File: src/rtl/apb_mem_bridge_if.sv
// APB slave bus bundled with the downstream synchronous memory port.
// The bridge uses the slave view; the driving/monitoring side uses the master view.
interface apb_mem_bridge_if;
  logic       psel;
  logic       penable;
  logic       pwrite;
  logic [7:0] paddr;
  logic [7:0] pwdata;
  logic [7:0] prdata;
  logic       pready;
  logic       pslverr;
  logic [7:0] mem_addr;
  logic       mem_ce;
  logic       mem_wren;
  logic       mem_rden;
  logic [7:0] mem_wr_data;
  logic [7:0] mem_rd_data;

  modport slave (
    input  psel, penable, pwrite, paddr, pwdata, mem_rd_data,
    output prdata, pready, pslverr, mem_addr, mem_ce, mem_wren, mem_rden, mem_wr_data
  );

  modport master (
    output psel, penable, pwrite, paddr, pwdata, mem_rd_data,
    input  prdata, pready, pslverr, mem_addr, mem_ce, mem_wren, mem_rden, mem_wr_data
  );
endinterface

File: src/rtl/apb_mem_bridge.sv
// APB slave to single-port synchronous memory bridge: one-cycle strobe,
// latched read data, optional wait states, and an address-range error.
module apb_mem_bridge #(
  parameter int EXTRA_WAIT = 0,
  parameter int ADDR_LIMIT = 255
) (
  input logic              clk,
  input logic              rst,
  apb_mem_bridge_if.slave  bus
);
  typedef enum logic [2:0] {IDLE, STROBE, LATCH, WAIT, DONE} state_e;

  localparam logic [8:0] LIMIT     = 9'(ADDR_LIMIT);
  localparam logic [2:0] WAIT_LOAD = 3'((EXTRA_WAIT > 0) ? EXTRA_WAIT - 1 : 0);

  state_e     state_q, state_d;
  logic [2:0] cnt_q, cnt_d;
  logic       err_q, err_d;
  logic       wr_q, wr_d;
  logic [7:0] addr_q, addr_d;
  logic [7:0] wdata_q, wdata_d;
  logic [7:0] prdata_q, prdata_d;
  logic       pready_q, pready_d;
  logic       pslverr_q, pslverr_d;

  always_ff @(posedge clk or posedge rst) begin
    if (rst) begin
      state_q   <= IDLE;
      cnt_q     <= '0;
      err_q     <= 1'b0;
      wr_q      <= 1'b0;
      addr_q    <= '0;
      wdata_q   <= '0;
      prdata_q  <= '0;
      pready_q  <= 1'b0;
      pslverr_q <= 1'b0;
    end else begin
      state_q   <= state_d;
      cnt_q     <= cnt_d;
      err_q     <= err_d;
      wr_q      <= wr_d;
      addr_q    <= addr_d;
      wdata_q   <= wdata_d;
      prdata_q  <= prdata_d;
      pready_q  <= pready_d;
      pslverr_q <= pslverr_d;
    end
  end

  always_comb begin
    state_d   = state_q;
    cnt_d     = cnt_q;
    err_d     = err_q;
    wr_d      = wr_q;
    addr_d    = addr_q;
    wdata_d   = wdata_q;
    prdata_d  = prdata_q;
    pready_d  = 1'b0;
    pslverr_d = 1'b0;
    unique case (state_q)
      IDLE: begin
        // A lone penable with no preceding setup phase is not a transfer.
        if (bus.psel && !bus.penable) begin
          addr_d  = bus.paddr;
          wdata_d = bus.pwdata;
          wr_d    = bus.pwrite;
          err_d   = ({1'b0, bus.paddr} > LIMIT);
          state_d = STROBE;
        end
      end
      STROBE: state_d = bus.psel ? LATCH : IDLE;
      LATCH: begin
        if (!bus.psel) begin
          state_d = IDLE;
        end else begin
          if (!wr_q && !err_q) prdata_d = bus.mem_rd_data;
          if (EXTRA_WAIT == 0) begin
            state_d   = DONE;
            pready_d  = 1'b1;
            pslverr_d = err_q;
          end else begin
            state_d = WAIT;
            cnt_d   = WAIT_LOAD;
          end
        end
      end
      WAIT: begin
        if (!bus.psel) begin
          state_d = IDLE;
          cnt_d   = '0;
        end else if (cnt_q == '0) begin
          state_d   = DONE;
          pready_d  = 1'b1;
          pslverr_d = err_q;
        end else begin
          cnt_d = cnt_q - 3'd1;
        end
      end
      DONE:    state_d = IDLE;
      default: state_d = IDLE;
    endcase
  end

  // Strobes decode straight from the state flop so reset drops them at once.
  assign bus.mem_ce      = (state_q == STROBE) && !err_q;
  assign bus.mem_wren    = bus.mem_ce && wr_q;
  assign bus.mem_rden    = bus.mem_ce && !wr_q;
  assign bus.mem_addr    = addr_q;
  assign bus.mem_wr_data = wdata_q;
  assign bus.prdata      = prdata_q;
  assign bus.pready      = pready_q;
  assign bus.pslverr     = pslverr_q;
endmodule
File: src/flat_wrapper.sv
// flat-port wrapper written by rule: the top's interface ports become plain ports
module apb_mem_bridge_flat 
#(
  parameter int EXTRA_WAIT = 0,
  parameter int ADDR_LIMIT = 255
)
  (clk, rst, bus_psel, bus_penable, bus_pwrite, bus_paddr, bus_pwdata, bus_mem_rd_data, bus_prdata, bus_pready, bus_pslverr, bus_mem_addr, bus_mem_ce, bus_mem_wren, bus_mem_rden, bus_mem_wr_data);
  apb_mem_bridge_if bus_i ();
  input logic clk;
  input logic rst;
  input wire logic [$bits(bus_i.psel)-1:0] bus_psel;
  input wire logic [$bits(bus_i.penable)-1:0] bus_penable;
  input wire logic [$bits(bus_i.pwrite)-1:0] bus_pwrite;
  input wire logic [$bits(bus_i.paddr)-1:0] bus_paddr;
  input wire logic [$bits(bus_i.pwdata)-1:0] bus_pwdata;
  input wire logic [$bits(bus_i.mem_rd_data)-1:0] bus_mem_rd_data;
  output wire logic [$bits(bus_i.prdata)-1:0] bus_prdata;
  output wire logic [$bits(bus_i.pready)-1:0] bus_pready;
  output wire logic [$bits(bus_i.pslverr)-1:0] bus_pslverr;
  output wire logic [$bits(bus_i.mem_addr)-1:0] bus_mem_addr;
  output wire logic [$bits(bus_i.mem_ce)-1:0] bus_mem_ce;
  output wire logic [$bits(bus_i.mem_wren)-1:0] bus_mem_wren;
  output wire logic [$bits(bus_i.mem_rden)-1:0] bus_mem_rden;
  output wire logic [$bits(bus_i.mem_wr_data)-1:0] bus_mem_wr_data;
  assign bus_i.psel = bus_psel;
  assign bus_i.penable = bus_penable;
  assign bus_i.pwrite = bus_pwrite;
  assign bus_i.paddr = bus_paddr;
  assign bus_i.pwdata = bus_pwdata;
  assign bus_i.mem_rd_data = bus_mem_rd_data;
  assign bus_prdata = bus_i.prdata;
  assign bus_pready = bus_i.pready;
  assign bus_pslverr = bus_i.pslverr;
  assign bus_mem_addr = bus_i.mem_addr;
  assign bus_mem_ce = bus_i.mem_ce;
  assign bus_mem_wren = bus_i.mem_wren;
  assign bus_mem_rden = bus_i.mem_rden;
  assign bus_mem_wr_data = bus_i.mem_wr_data;
  apb_mem_bridge #(.EXTRA_WAIT(EXTRA_WAIT), .ADDR_LIMIT(ADDR_LIMIT)) u_core (.clk(clk), .rst(rst), .bus(bus_i));
endmodule
File: config.mk
export PLATFORM = sky130hd
export DESIGN_NAME = apb_mem_bridge_flat
export DESIGN_NICKNAME = d
export VERILOG_FILES = /design/src/rtl/apb_mem_bridge_if.sv /design/src/rtl/apb_mem_bridge.sv /design/src/flat_wrapper.sv
export SDC_FILE = /design/constraint.sdc
export NUM_CORES = 1
export LEC_CHECK = 0
export ABC_AREA = 1
export ABC_CLOCK_PERIOD_IN_PS = 1400
export BUFFER_PORTS_ARGS = -buffer_cell sky130_fd_sc_hd__buf_2
export CORE_UTILIZATION = 47
export CTS_CLUSTER_DIAMETER = 40
export CTS_CLUSTER_SIZE = 30
export DETAILED_ROUTE_END_ITERATION = 8
export PLACE_DENSITY = 0.78
export SETUP_SLACK_MARGIN = 0.5
export SLEW_MARGIN = 40
export SYNTH_ARGS = -nofsm -noshare
export SYNTH_HDL_FRONTEND = slang
export SYNTH_SLANG_ARGS = --single-unit
File: constraint.sdc
create_clock -name clk -period 1.4 [get_ports clk]
set_input_delay 0.07 -clock clk [delete_from_list [all_inputs] [get_ports clk]]
set_output_delay 0.07 -clock clk [all_outputs]
set_load 0.02 [all_outputs]
==> metrics.md, run 1 <==
| Metric | Value |
|---|---|
| Combinational family with the most area after synthesis | `simple AND/OR/NAND/NOR gates` |
| Syn avg cell area | `8.917 µm²` |
| Status | `stopped before the end` |
| Die Height | `56.75 µm` |
| Failing step | `global routing` |
| Xor/xnor share of the synthesized area | `0%` |
| Initial antenna violation count | `0` |
| Simple logic cell fraction of the synthesized area | `34.90%` |
| Sink Count | `32` |
| Initial Utilization | `50.22%` |
| Gpl congestion | `0.7574` |
| Grt repair worst endpoint | `bus_mem_rden` |
| Ports | `58` |
| Synthesis-stage register bit count | `32` |
| Gate Count Post-Synth | `158` |
| Pin count of the biggest net entering global routing | `33` |
| Stop err | `[ERROR DPL-0033] detailed placement checks failed during check placement.` |
| Die Span X | `56.75 µm` |
| Mapped Area | `1409 µm²` |
| Sequential element share of the synthesized area | `56.84%` |
| CTS Buf Count | `5` |
| Row cnt | `19` |
| Pre-CTS setup slack | `0.1863 ns` |
| Deepest clock path buffer count | `2` |
| Hpwl dp | `2299 µm` |
| PortBufs | `56` |
| Number of H-tree levels | `2` |
| Syn nets | `189` |
| Compound-Gate Fraction of Synth Area | `0.7105%` |
| Mux cell area share after synthesis | `0%` |
| Synthesized-area fraction occupied by adder cells | `1.776%` |
| Worst endpoint type | `output port` |
| CTS root buf | `clkbuf_4` |
| Synth cell types | `17` |
| Number of synthesis warnings | `0` |
## logic make-up after synthesis
family | count (synthesis)
simple gates | 105
flops | 32
buf+inv | 16
compound gates | 2
fa+ha+maj | 2
other cells | 1
## what timing repair did
item | CTS
endpoints found under the setup margin | 60
cloned | 1
hold endpoints to repair | 54
buffers inserted | 16
pin swaps | 10
hold buffers | 23
gates resized for setup | 67
## cell usage after synthesis
cell	instances	area, µm²
nand2_1	64	240.2
dfrtp_1	32	800.8
nand4_1	25	156.4
inv_1	8	30.03
nor2_1	6	22.52
nand3_1	5	25.02
nor2_2	3	18.77
a21oi_1	2	10.01
buf_2	2	10.01
buf_4	2	15.01
ha_1	2	25.02
inv_2	2	7.510
buf_6	1	11.26
clkbuf_1	1	3.750
conb_1	1	3.750
nand3_4	1	17.52
nor2_4	1	11.26
## through the flow
stage	instance area (µm²)	cells
after floorplan	1464	158
after global placement	1778	244
after detailed placement	1778	244
after CTS	2429	292
==> run 2, diff against run 1 <==
--- a/config.mk
+++ b/config.mk
@@ -8,12 +8,10 @@
 export ABC_AREA = 1
 export ABC_CLOCK_PERIOD_IN_PS = 1400
 export BUFFER_PORTS_ARGS = -buffer_cell sky130_fd_sc_hd__buf_2
-export CORE_UTILIZATION = 47
-export CTS_CLUSTER_DIAMETER = 40
-export CTS_CLUSTER_SIZE = 30
+export CORE_AREA = 2 2 63 65
 export DETAILED_ROUTE_END_ITERATION = 8
-export PLACE_DENSITY = 0.78
-export SETUP_SLACK_MARGIN = 0.5
+export DIE_AREA = 0 0 65 67
+export PLACE_DENSITY_LB_ADDON = 0.15
 export SLEW_MARGIN = 40
 export SYNTH_ARGS = -nofsm -noshare
 export SYNTH_HDL_FRONTEND = slang
==> metrics.md, run 2 <==
| Metric | Value |
|---|---|
| Deepest clock path buffer count | `2 (unchanged)` |
| DR WL/cell | `12.63 µm` |
| Layout area overhead | `35.52%` |
| Crit. End Element | `register` |
| Crit start category | `register` |
| Number of H-tree levels | `2 (unchanged)` |
| Vias per cell | `4.938` |
| Synth area leader | `dfrtp_1 (unchanged)` |
| PortBufs | `56 (unchanged)` |
| Hold Fails Final Rpt | `0` |
| Final setup vio count | `0` |
| Post-DP Area | `1769 µm² (was 1778 µm²)` |
| Hold WC Path Type | `in2reg` |
| Top FF cell, synth | `dfrtp_1 (unchanged)` |
| Gate Count Post-Synth | `158 (unchanged)` |
| Pint | `1.935 mW` |
| R2R depth | `7` |
| Worst-path clk slew | `0.06 ns` |
| CTS Buf Count | `5 (unchanged)` |
| Final ANT Viol Nets | `0` |
| Initial antenna violation count | `0` |
| Final #Nets | `257` |
| Hpwl dp | `2621 µm (was 2299 µm)` |
| Arr. time, crit path | `1.45 ns` |
| Synth cell types | `17 (unchanged)` |
| Drt initial violations | `45` |
| First-pass detailed-route iteration total | `4` |
| Status | `completed (was stopped before the end)` |
| Switch share | `33.16%` |
| Post-synthesis async set-or-reset flop share | `100.0% (unchanged)` |
| Die Height | `67 µm (was 56.75 µm)` |
| Min Tclk post-route | `1.285 ns` |
| Number of flops mapped to enable cells by yosys | `0 (unchanged)` |
| Mapped Area | `1409 µm² (unchanged)` |
| Clock power share | `29.1%` |
| Top post-synthesis cells by area | `dfrtp_1, nand2_1, nand4_1 (unchanged)` |
| Sink Count | `32 (unchanged)` |
| Routed WL | `3473 µm` |
| Synth top area share | `56.84% (unchanged)` |
| Worst hold-check slack | `0.04661 ns` |
| Pwr Total | `2.895 mW` |
| Syn nets | `189 (unchanged)` |
| Pin count of the biggest net entering global routing | `33` |
| Most frequent cells after synthesis | `nand2_1, dfrtp_1, nand4_1, inv_1, nor2_1 (unchanged)` |
| Comb pwr share | `28.8%` |
| CP Max Fanout | `4` |
| First-pass GRT wire length | `5789 µm` |
| Clock Skews | `0.002427 ns` |
| Max Freq | `778.4 MHz` |
| Synthesis-stage register bit count | `32 (unchanged)` |
| RSZ-0062 raised after global routing | `no` |
| Fin util | `52.95%` |
| Setup WS post-layout | `0.1154 ns` |
| Post-route DRC | `0` |
| Commonest cells after routing, fill and taps aside | `nand2_1, buf_2, dfrtp_1` |
| Row cnt | `22 (was 19)` |
| Grt total ovfl | `0` |
| Number of synthesis warnings | `0 (unchanged)` |
| Inst Count DP | `264 (was 244)` |
| Commonest non-fill, non-tap cell in the layout | `nand2_1` |
| Non-Filler Instances | `275` |
| Most frequent cell after synthesis | `nand2_1 (unchanged)` |
| Sequential element share of the synthesized area | `56.84% (unchanged)` |
| Worst Setup Path Type | `reg2reg` |
| Final slew viol count | `0` |
| TritonCTS clock tree | `yes` |
| Leakage power total | `1.098 nW` |
| Max VDD drop | `0.0007339 V` |
| Sequential power share | `42.1%` |
| Max Cap Viol | `0` |
| Gpl congestion | `0.7051 (was 0.7574)` |
| Total GRT Usage | `17.33%` |
| Final instance area | `1909 µm²` |
| Worst Path Required | `1.57 ns` |
| Fin crit share | `91.76%` |
| Die ar. | `4355 µm²` |
| Ant diodes | `0` |
| Vias in the first global route | `1343` |
| Routed via count | `1358` |
| CTS root buf | `clkbuf_8 (was clkbuf_4)` |
| Die Span X | `65 µm (was 56.75 µm)` |
| Sw power | `0.9599 mW` |
| Share of layout cells above drive strength 1 | `35.68%` |
| Core box area | `3606 µm²` |
| Sum Neg Setup Slack | `0 ns` |
| Hold depth | `3` |
| Syn avg cell area | `8.917 µm² (unchanged)` |
| Pre-CTS setup slack | `0.07205 ns (was 0.1863 ns)` |
| Initial Utilization | `39.07% (was 50.22%)` |
| Worst skew pair latency | `0.27 ns` |
| Ports | `58 (unchanged)` |
| Power per cell area | `1516 nW/µm²` |
==> run 2: cell counts after synthesis <==
No cell type changed its count.
==> run 2: per-layer routing <==
| layer | track usage, % | part of all wire, % | vias up |
|---|---|---|---|
| met4 | 3.989 | 0.84 | 0 |
| li1 | - | - | 655 |
| met5 | 0 | 0 | - |
| met3 | 5.405 | 6.1 | 5 |
| met2 | 32.99 | 54 | 49 |
| met1 | 18.60 | 39 | 649 |
==> run 2: what timing repair did <==
| item | CTS | global route |
|---|---|---|
| buffers inserted | 0 | 2 |
| gates resized for setup | 1 | 1 |
| setup endpoints to repair | 3 | 5 |
| pin swaps | 0 | 1 |
| endpoints found under the hold margin | 32 | 0 |
| hold buffers | 1 | 0 |
==> run 2: path summary, 6_finish.rpt <==
check / slack [ns] / to / start
max reg2reg: 0.12 / u_core.cnt_q[1] / u_core.cnt_q[0]
min: 0.05 / u_core.bus.mem_addr[0] / bus_paddr[0]
min reg2reg: 0.47 / u_core.bus.prdata[6] / u_core.bus.prdata[6]
max in group asynchronous: 0.69 / u_core.bus.mem_addr[3] / rst
max: 0.12 / u_core.cnt_q[1] / u_core.cnt_q[0]
min in group asynchronous: 0.42 / u_core.bus.mem_addr[7] / rst
==> run 2: cells by family after synthesis <==
kind of cell             synth area share, %
AND/OR/NAND/NOR                        34.90
flip-flops                             56.84
AO/OA/AOI/OAI                         0.7105
adder cells (fa/ha/maj)                1.776
other                                 0.2662
buffers and inverters                  5.506
==> run 2: power groups by stage <==
stage	Combinational [mW]	Sequential, mW	Clock [mW]
floorplan	0.301	1.44	0
global placement	0.789	1.23	0
detailed placement	0.824	1.23	0
CTS	0.827	1.22	0.865
global route	0.930	1.24	0.915
finish	0.834	1.22	0.842
==> run 2: worst max-delay path, cell delays in order, from the launching register on <==
cell and delay [ns]:
dfrtp_1 0.35, inv_1 0.05, ha_1 0.21, ha_1 0.22, nand2_2 0.10, nand2_1 0.09
nand2_1 0.10, nand2_1 0.05
==> run 2: final cells by class <==
class,instances,area (µm²)
tap,48,60.06
timing repair buffer,67,365.4
clock buffer,6,72.57
clock inverter,2,35.03
multi-input combinational,110,538.0
inverter,10,37.54
fill,358,1697
sequential,32,800.8
No activity file was read; power rests on OpenSTA's default activity.
==> run 3, diff against run 2 <==
==> constraint.sdc (replaced) <==
create_clock -name clk -period 1.4 [get_ports clk]
set_input_delay 0.07 -clock clk [delete_from_list [all_inputs] [get_ports clk]]
set_output_delay 0.07 -clock clk [all_outputs]
set_load 0.05 [all_outputs]
==> metrics.md, run 3 (synthesized netlist as in run 2, its figures left out) <==
| Metric | Value |
|---|---|
| Status | `completed (unchanged)` |
| Hpwl dp | `2516 µm (was 2621 µm)` |
| Worst Setup Path Type | `reg2out (was reg2reg)` |
| Worst Path Required | `1.33 ns (was 1.57 ns)` |
| Routed via count | `1313 (was 1358)` |
| Post-DP Area | `1769 µm² (unchanged)` |
| Die ar. | `4355 µm² (unchanged)` |
| CTS root buf | `clkbuf_8 (unchanged)` |
| RSZ-0062 raised after global routing | `no (unchanged)` |
| Routed WL | `3409 µm (was 3473 µm)` |
| Commonest cells after routing, fill and taps aside | `nand2_1, buf_2, dfrtp_1 (unchanged)` |
| Vias per cell | `4.775 (was 4.938)` |
| TritonCTS clock tree | `yes (unchanged)` |
| Post-route DRC | `0 (unchanged)` |
| First-pass GRT wire length | `5706 µm (was 5789 µm)` |
| Number of H-tree levels | `2 (unchanged)` |
| Final ANT Viol Nets | `0 (unchanged)` |
| PortBufs | `56 (unchanged)` |
| Row cnt | `22 (unchanged)` |
| Die Height | `67 µm (unchanged)` |
| Power per cell area | `1668 nW/µm² (was 1516 nW/µm²)` |
| Grt total ovfl | `0 (unchanged)` |
| Crit start category | `register (unchanged)` |
| Final instance area | `1904 µm² (was 1909 µm²)` |
| Clock Skews | `0.003630 ns (was 0.002427 ns)` |
| Sink Count | `32 (unchanged)` |
| CP Max Fanout | `3 (was 4)` |
| Layout area overhead | `35.17% (was 35.52%)` |
| Max Freq | `758.8 MHz (was 778.4 MHz)` |
| Deepest clock path buffer count | `2 (unchanged)` |
| Gpl congestion | `0.7507 (was 0.7051)` |
| Sequential power share | `38.5% (was 42.1%)` |
| CTS Buf Count | `5 (unchanged)` |
| Leakage power total | `1.092 nW (was 1.098 nW)` |
| Total GRT Usage | `17.40% (was 17.33%)` |
| Pwr Total | `3.177 mW (was 2.895 mW)` |
| Drt initial violations | `71 (was 45)` |
| Fin util | `52.81% (was 52.95%)` |
| Core box area | `3606 µm² (unchanged)` |
| Final slew viol count | `0 (unchanged)` |
| Max VDD drop | `0.0007365 V (was 0.0007339 V)` |
| First-pass detailed-route iteration total | `4 (unchanged)` |
| DR WL/cell | `12.40 µm (was 12.63 µm)` |
| Initial Utilization | `39.07% (unchanged)` |
| Worst-path clk slew | `0.07 ns (was 0.06 ns)` |
| Final setup vio count | `0 (unchanged)` |
| Setup WS post-layout | `0.08208 ns (was 0.1154 ns)` |
| Worst skew pair latency | `0.28 ns (was 0.27 ns)` |
| Min Tclk post-route | `1.318 ns (was 1.285 ns)` |
| Hold WC Path Type | `in2reg (unchanged)` |
| Fin crit share | `94.14% (was 91.76%)` |
| Hold Fails Final Rpt | `0 (unchanged)` |
| Pin count of the biggest net entering global routing | `33 (unchanged)` |
| Pint | `1.801 mW (was 1.935 mW)` |
| Max Cap Viol | `0 (unchanged)` |
| Arr. time, crit path | `1.25 ns (was 1.45 ns)` |
| Ports | `58 (unchanged)` |
| Die Span X | `65 µm (unchanged)` |
| Ant diodes | `0 (unchanged)` |
| Initial antenna violation count | `0 (unchanged)` |
| Share of layout cells above drive strength 1 | `36.56% (was 35.68%)` |
| Clock power share | `22.9% (was 29.1%)` |
| Switch share | `43.31% (was 33.16%)` |
| Filler instances | `355 (was 358)` |
| Final #Nets | `257 (unchanged)` |
| Worst hold-check slack | `0.03987 ns (was 0.04661 ns)` |
| Vias in the first global route | `1323 (was 1343)` |
| Crit. End Element | `primary output (was register)` |
| Comb pwr share | `38.7% (was 28.8%)` |
| Commonest non-fill, non-tap cell in the layout | `nand2_1 (unchanged)` |
| Pre-CTS setup slack | `0.07856 ns (was 0.07205 ns)` |
| Sw power | `1.376 mW (was 0.9599 mW)` |
## run 3: power groups by stage
stage | clock, mW | sequential, mW | combinational [mW]
3_5_place_dp | 0 | 1.24 | 1.22
4_1_cts | 0.748 | 1.22 | 1.23
3_3_place_gp | 0 | 1.23 | 1.19
5_1_grt | 0.798 | 1.24 | 1.32
6_report | 0.726 | 1.22 | 1.23
2_1_floorplan | 0 | 1.81 | 0.318
## run 3: cell type report
class,count,area [µm²],area share [%]
sequential,32,800.8,42.05
multi-input combinational,110,540.5,28.38
inverter,10,37.54,1.971
clock buffer,6,82.58,4.336
timing repair buffer,67,372.9,19.58
tap,48,60.06,3.154
clock inverter,2,10.01,0.5256
## run 3: timing repair
action,in CTS,in global routing
endpoints found under the setup margin,3,6
hold endpoints to repair,32,0
hold buffers,1,0
buffers inserted,0,2
pin swaps,0,1
resized for setup,4,2
## run 3: worst paths after layout
check / endpoint / start / slack [ns] / cells after the start
max: bus_mem_rden / u_core.state_q[2] / 0.08 / 4
min: u_core.bus.mem_wr_data[4] / bus_pwdata[4] / 0.04 / 3
max reg2reg: u_core.cnt_q[2] / u_core.cnt_q[0] / 0.12 / 7
min reg2reg: u_core.bus.mem_addr[4] / u_core.bus.mem_addr[4] / 0.46 / 2
max in group asynchronous: u_core.bus.prdata[5] / rst / 0.68 / 4
min in group asynchronous: u_core.bus.mem_wr_data[3] / rst / 0.42 / 4
## run 3: critical path: stages, from the launching register on
cell	delay (ns)
dfrtp_1	0.43
nor2_4	0.14
nand2_1	0.09
nor2_1	0.10
buf_4	0.20
## run 3: layer usage
layer	GRT usage, %	up-vias	part of all wire, %
met1	18.47	619	40
met5	0	-	0
met4	8.777	0	1.4
met3	4.730	6	5.1
li1	-	655	-
met2	31.57	33	53
## run 3: metrics by stage
stage | std cells | setup TNS (ns)
2_1_floorplan | 158 | -0.3300
3_3_place_gp | 264 | 0
3_5_place_dp | 264 | 0
4_1_cts | 273 | 0
5_1_grt | 275 | 0
6_report | 275 | 0
==> run 4, diff against run 3 <==
--- a/config.mk
+++ b/config.mk
@@ -8,9 +8,11 @@
 export ABC_AREA = 1
 export ABC_CLOCK_PERIOD_IN_PS = 1400
 export BUFFER_PORTS_ARGS = -buffer_cell sky130_fd_sc_hd__buf_2
-export CORE_AREA = 2 2 63 65
+export CELL_PAD_IN_SITES_DETAIL_PLACEMENT = 1
+export CELL_PAD_IN_SITES_GLOBAL_PLACEMENT = 1
+export CORE_MARGIN = 3
+export CORE_UTILIZATION = 34
 export DETAILED_ROUTE_END_ITERATION = 8
-export DIE_AREA = 0 0 65 67
 export PLACE_DENSITY_LB_ADDON = 0.15
 export SLEW_MARGIN = 40
 export SYNTH_ARGS = -nofsm -noshare
==> metrics.md, run 4 (synthesized netlist as in run 2, its figures left out) <==
| Metric | Value |
|---|---|
| Initial Utilization | `36.82% (was 39.07%)` |
| Row cnt | `22 (unchanged)` |
| CTS root buf | `clkbuf_8 (unchanged)` |
| Min Tclk post-route | `1.321 ns (was 1.318 ns)` |
| Vias per cell | `4.967 (was 4.775)` |
| Fin crit share | `94.34% (was 94.14%)` |
| Commonest non-fill, non-tap cell in the layout | `nand2_1 (unchanged)` |
| Worst reg2reg path endpoint | `u_core.cnt_q[0] (was u_core.cnt_q[2])` |
| Max Cap Viol | `0 (unchanged)` |
| Sum Neg Setup Slack | `0 ns (unchanged)` |
| Commonest cells after routing, fill and taps aside | `nand2_1, buf_2, dfrtp_1 (unchanged)` |
| Final ANT Viol Nets | `0 (unchanged)` |
| Routed via count | `1361 (was 1313)` |
| Hold WC Path Type | `in2reg (unchanged)` |
| Hold Startpoint | `bus_paddr[6] (was bus_pwdata[4])` |
| Post-route DRC | `0 (unchanged)` |
| Max VDD drop | `0.0006752 V (was 0.0007365 V)` |
| Hpwl dp | `2928 µm (was 2516 µm)` |
| Initial antenna violation count | `0 (unchanged)` |
| Ant diodes | `0 (unchanged)` |
| Number of H-tree levels | `2 (unchanged)` |
| Clock Skews | `0.005336 ns (was 0.003630 ns)` |
| Filler instances | `453 (was 355)` |
| First-pass GRT wire length | `7217 µm (was 5706 µm)` |
| Worst-path clk slew | `0.07 ns (about the same)` |
| Hold Fails Final Rpt | `0 (unchanged)` |
| Gpl congestion | `0.7451 (was 0.7507)` |
| Layout area overhead | `37.39% (was 35.17%)` |
| DR WL/cell | `14.90 µm (was 12.40 µm)` |
| Pin count of the biggest net entering global routing | `21 (was 33)` |
| TritonCTS clock tree | `yes (unchanged)` |
| Worst flop-to-flop path startpoint | `u_core.cnt_q[0] (unchanged)` |
| Final slew viol count | `0 (unchanged)` |
| Power per cell area | `1668 nW/µm² (about the same)` |
| Pwr Total | `3.228 mW (was 3.177 mW)` |
| Final setup vio count | `0 (unchanged)` |
| Delay-heaviest family, CP | `flip-flops (unchanged)` |
| Rel. slew slack | `63.29%` |
| Worst skew pair latency | `0.29 ns (was 0.28 ns)` |
| Total GRT Usage | `18.34% (was 17.40%)` |
| Ports | `58 (unchanged)` |
| Reg2Reg Setup Slack | `0.10 ns (was 0.12 ns)` |
| Crit. End Element | `primary output (unchanged)` |
| Core box area | `3826 µm² (was 3606 µm²)` |
| Leakage power total | `1.094 nW (was 1.092 nW)` |
| Deepest clock path buffer count | `2 (unchanged)` |
| Slowest-stage cell, CP | `dfrtp_1 (unchanged)` |
| Share of layout cells above drive strength 1 | `36.73% (was 36.56%)` |
| Largest stage delay on the critical path | `0.42 ns (was 0.43 ns)` |
| Die Span X | `70.37 µm (was 65 µm)` |
| Hold depth | `3 (unchanged)` |
| Hold path endpoint | `u_core.bus.mem_addr[6] (was u_core.bus.mem_wr_data[4])` |
| Arr. time, crit path | `1.25 ns (about the same)` |
| Worst Path Required | `1.33 ns (about the same)` |
| Routed WL | `4083 µm (was 3409 µm)` |
| Crit path cell chain | `nor2_4, nand2_4, inv_1, buf_4 (was nor2_4, nand2_1, nor2_1, buf_4)` |
| Max Freq | `757.1 MHz (was 758.8 MHz)` |
| Grt total ovfl | `0 (unchanged)` |
| Crit start category | `register (unchanged)` |
| Drt initial violations | `46 (was 71)` |
| CTS Buf Count | `5 (unchanged)` |
| Status | `completed (unchanged)` |
| Buf/Inv on CP | `2 (was 1)` |
| Sink Count | `32 (unchanged)` |
| Worst Setup Path Type | `reg2out (unchanged)` |
| First-pass detailed-route iteration total | `4 (unchanged)` |
| PortBufs | `56 (unchanged)` |
| Die Height | `70.37 µm (was 67 µm)` |
| Vias in the first global route | `1545 (was 1323)` |
| R2R depth | `7 (unchanged)` |
| Worst Max-Slew Pin Slew | `0.5500 ns` |
| Die ar. | `4952 µm² (was 4355 µm²)` |
| Final #Nets | `256 (was 257)` |
| CP Max Fanout | `3 (unchanged)` |
-- run 4: changes by cell type in the layout (fill, tap and decap cells not counted), moves of 2 or more --
cell / before / now
clkbuf_1: 0 / 2
nor2_1: 6 / 4
buf_4: 13 / 9
nand2_1: 63 / 61
clkinv_2: 2 / 0
-- run 4: where the power goes --
group,switching [mW],internal (mW)
combinational,0.966,0.305
sequential,0.116,1.12
clock,0.326,0.400
total,1.41,1.82
-- run 4: layer usage --
layer	vias to the layer above	global-route usage, %	wire (µm)
li1	653	-	-
met1	662	20.29	1599
met2	38	32.74	2173
met3	8	5.324	238
met4	0	7.021	72
met5	-	0	0
-- run 4: how the worst max path moves through the flow --
stage,slack (ns),startpoint,cells after the start,end
3_3_place_gp,0.18,u_core.cnt_q[0],7,u_core.cnt_q[0]
5_1_grt,-0.02,u_core.cnt_q[0],7,u_core.cnt_q[0]
6_report,0.08,u_core.state_q[1],4,bus_mem_ce
2_1_floorplan,-0.16,u_core.state_q[1],3,bus_mem_rden
3_5_place_dp,0.06,u_core.cnt_q[0],7,u_core.cnt_q[0]
4_1_cts,0.01,u_core.cnt_q[0],7,u_core.cnt_q[0]
-- run 4: what timing repair did --
| item | 4_1_cts | 5_1_grt |
|---|---|---|
| endpoints found under the hold margin | 12 | 0 |
| gates cloned | 0 | 0 |
| hold buffers | 1 | 0 |
| pin swaps | 1 | 2 |
| setup buffers | 1 | 1 |
| resized for setup | 7 | 7 |
| setup endpoints to repair | 3 | 6 |
-- run 4: area by class of cell --
| type | instances | area (µm²) | share of cell area [%] |
|---|---|---|---|
| multi-input cells | 110 | 558.0 | 28.83 |
| clock buffers | 8 | 90.09 | 4.654 |
| flip-flops and latches | 32 | 800.8 | 41.37 |
| well taps | 48 | 60.06 | 3.103 |
| inverters | 10 | 37.54 | 1.939 |
| repair buffers | 66 | 389.1 | 20.10 |
-- run 4: worst register-to-register path, stage by stage (launching register included) --
cell	delay [ns]
dfrtp_1	0.36
inv_1	0.06
ha_1	0.21
ha_1	0.23
nand2_2	0.12
nand2_2	0.08
nand2_1	0.08
nand2_1	0.06
-- run 4: per-stage QoR --
step	hold WS [ns]	cells	area (µm²)	util, %	setup WS (ns)
after floorplan	0.1862	158	1409	-	-0.1650
after global placement	0.1362	263	1774	46.37	0.1820
after detailed placement	0.1508	263	1774	46.37	0.06358
after CTS	0.03957	273	1904	49.77	0.01265
after global routing	0.04934	274	1936	50.59	-0.02177
final	0.03860	274	1936	50.59	0.07917
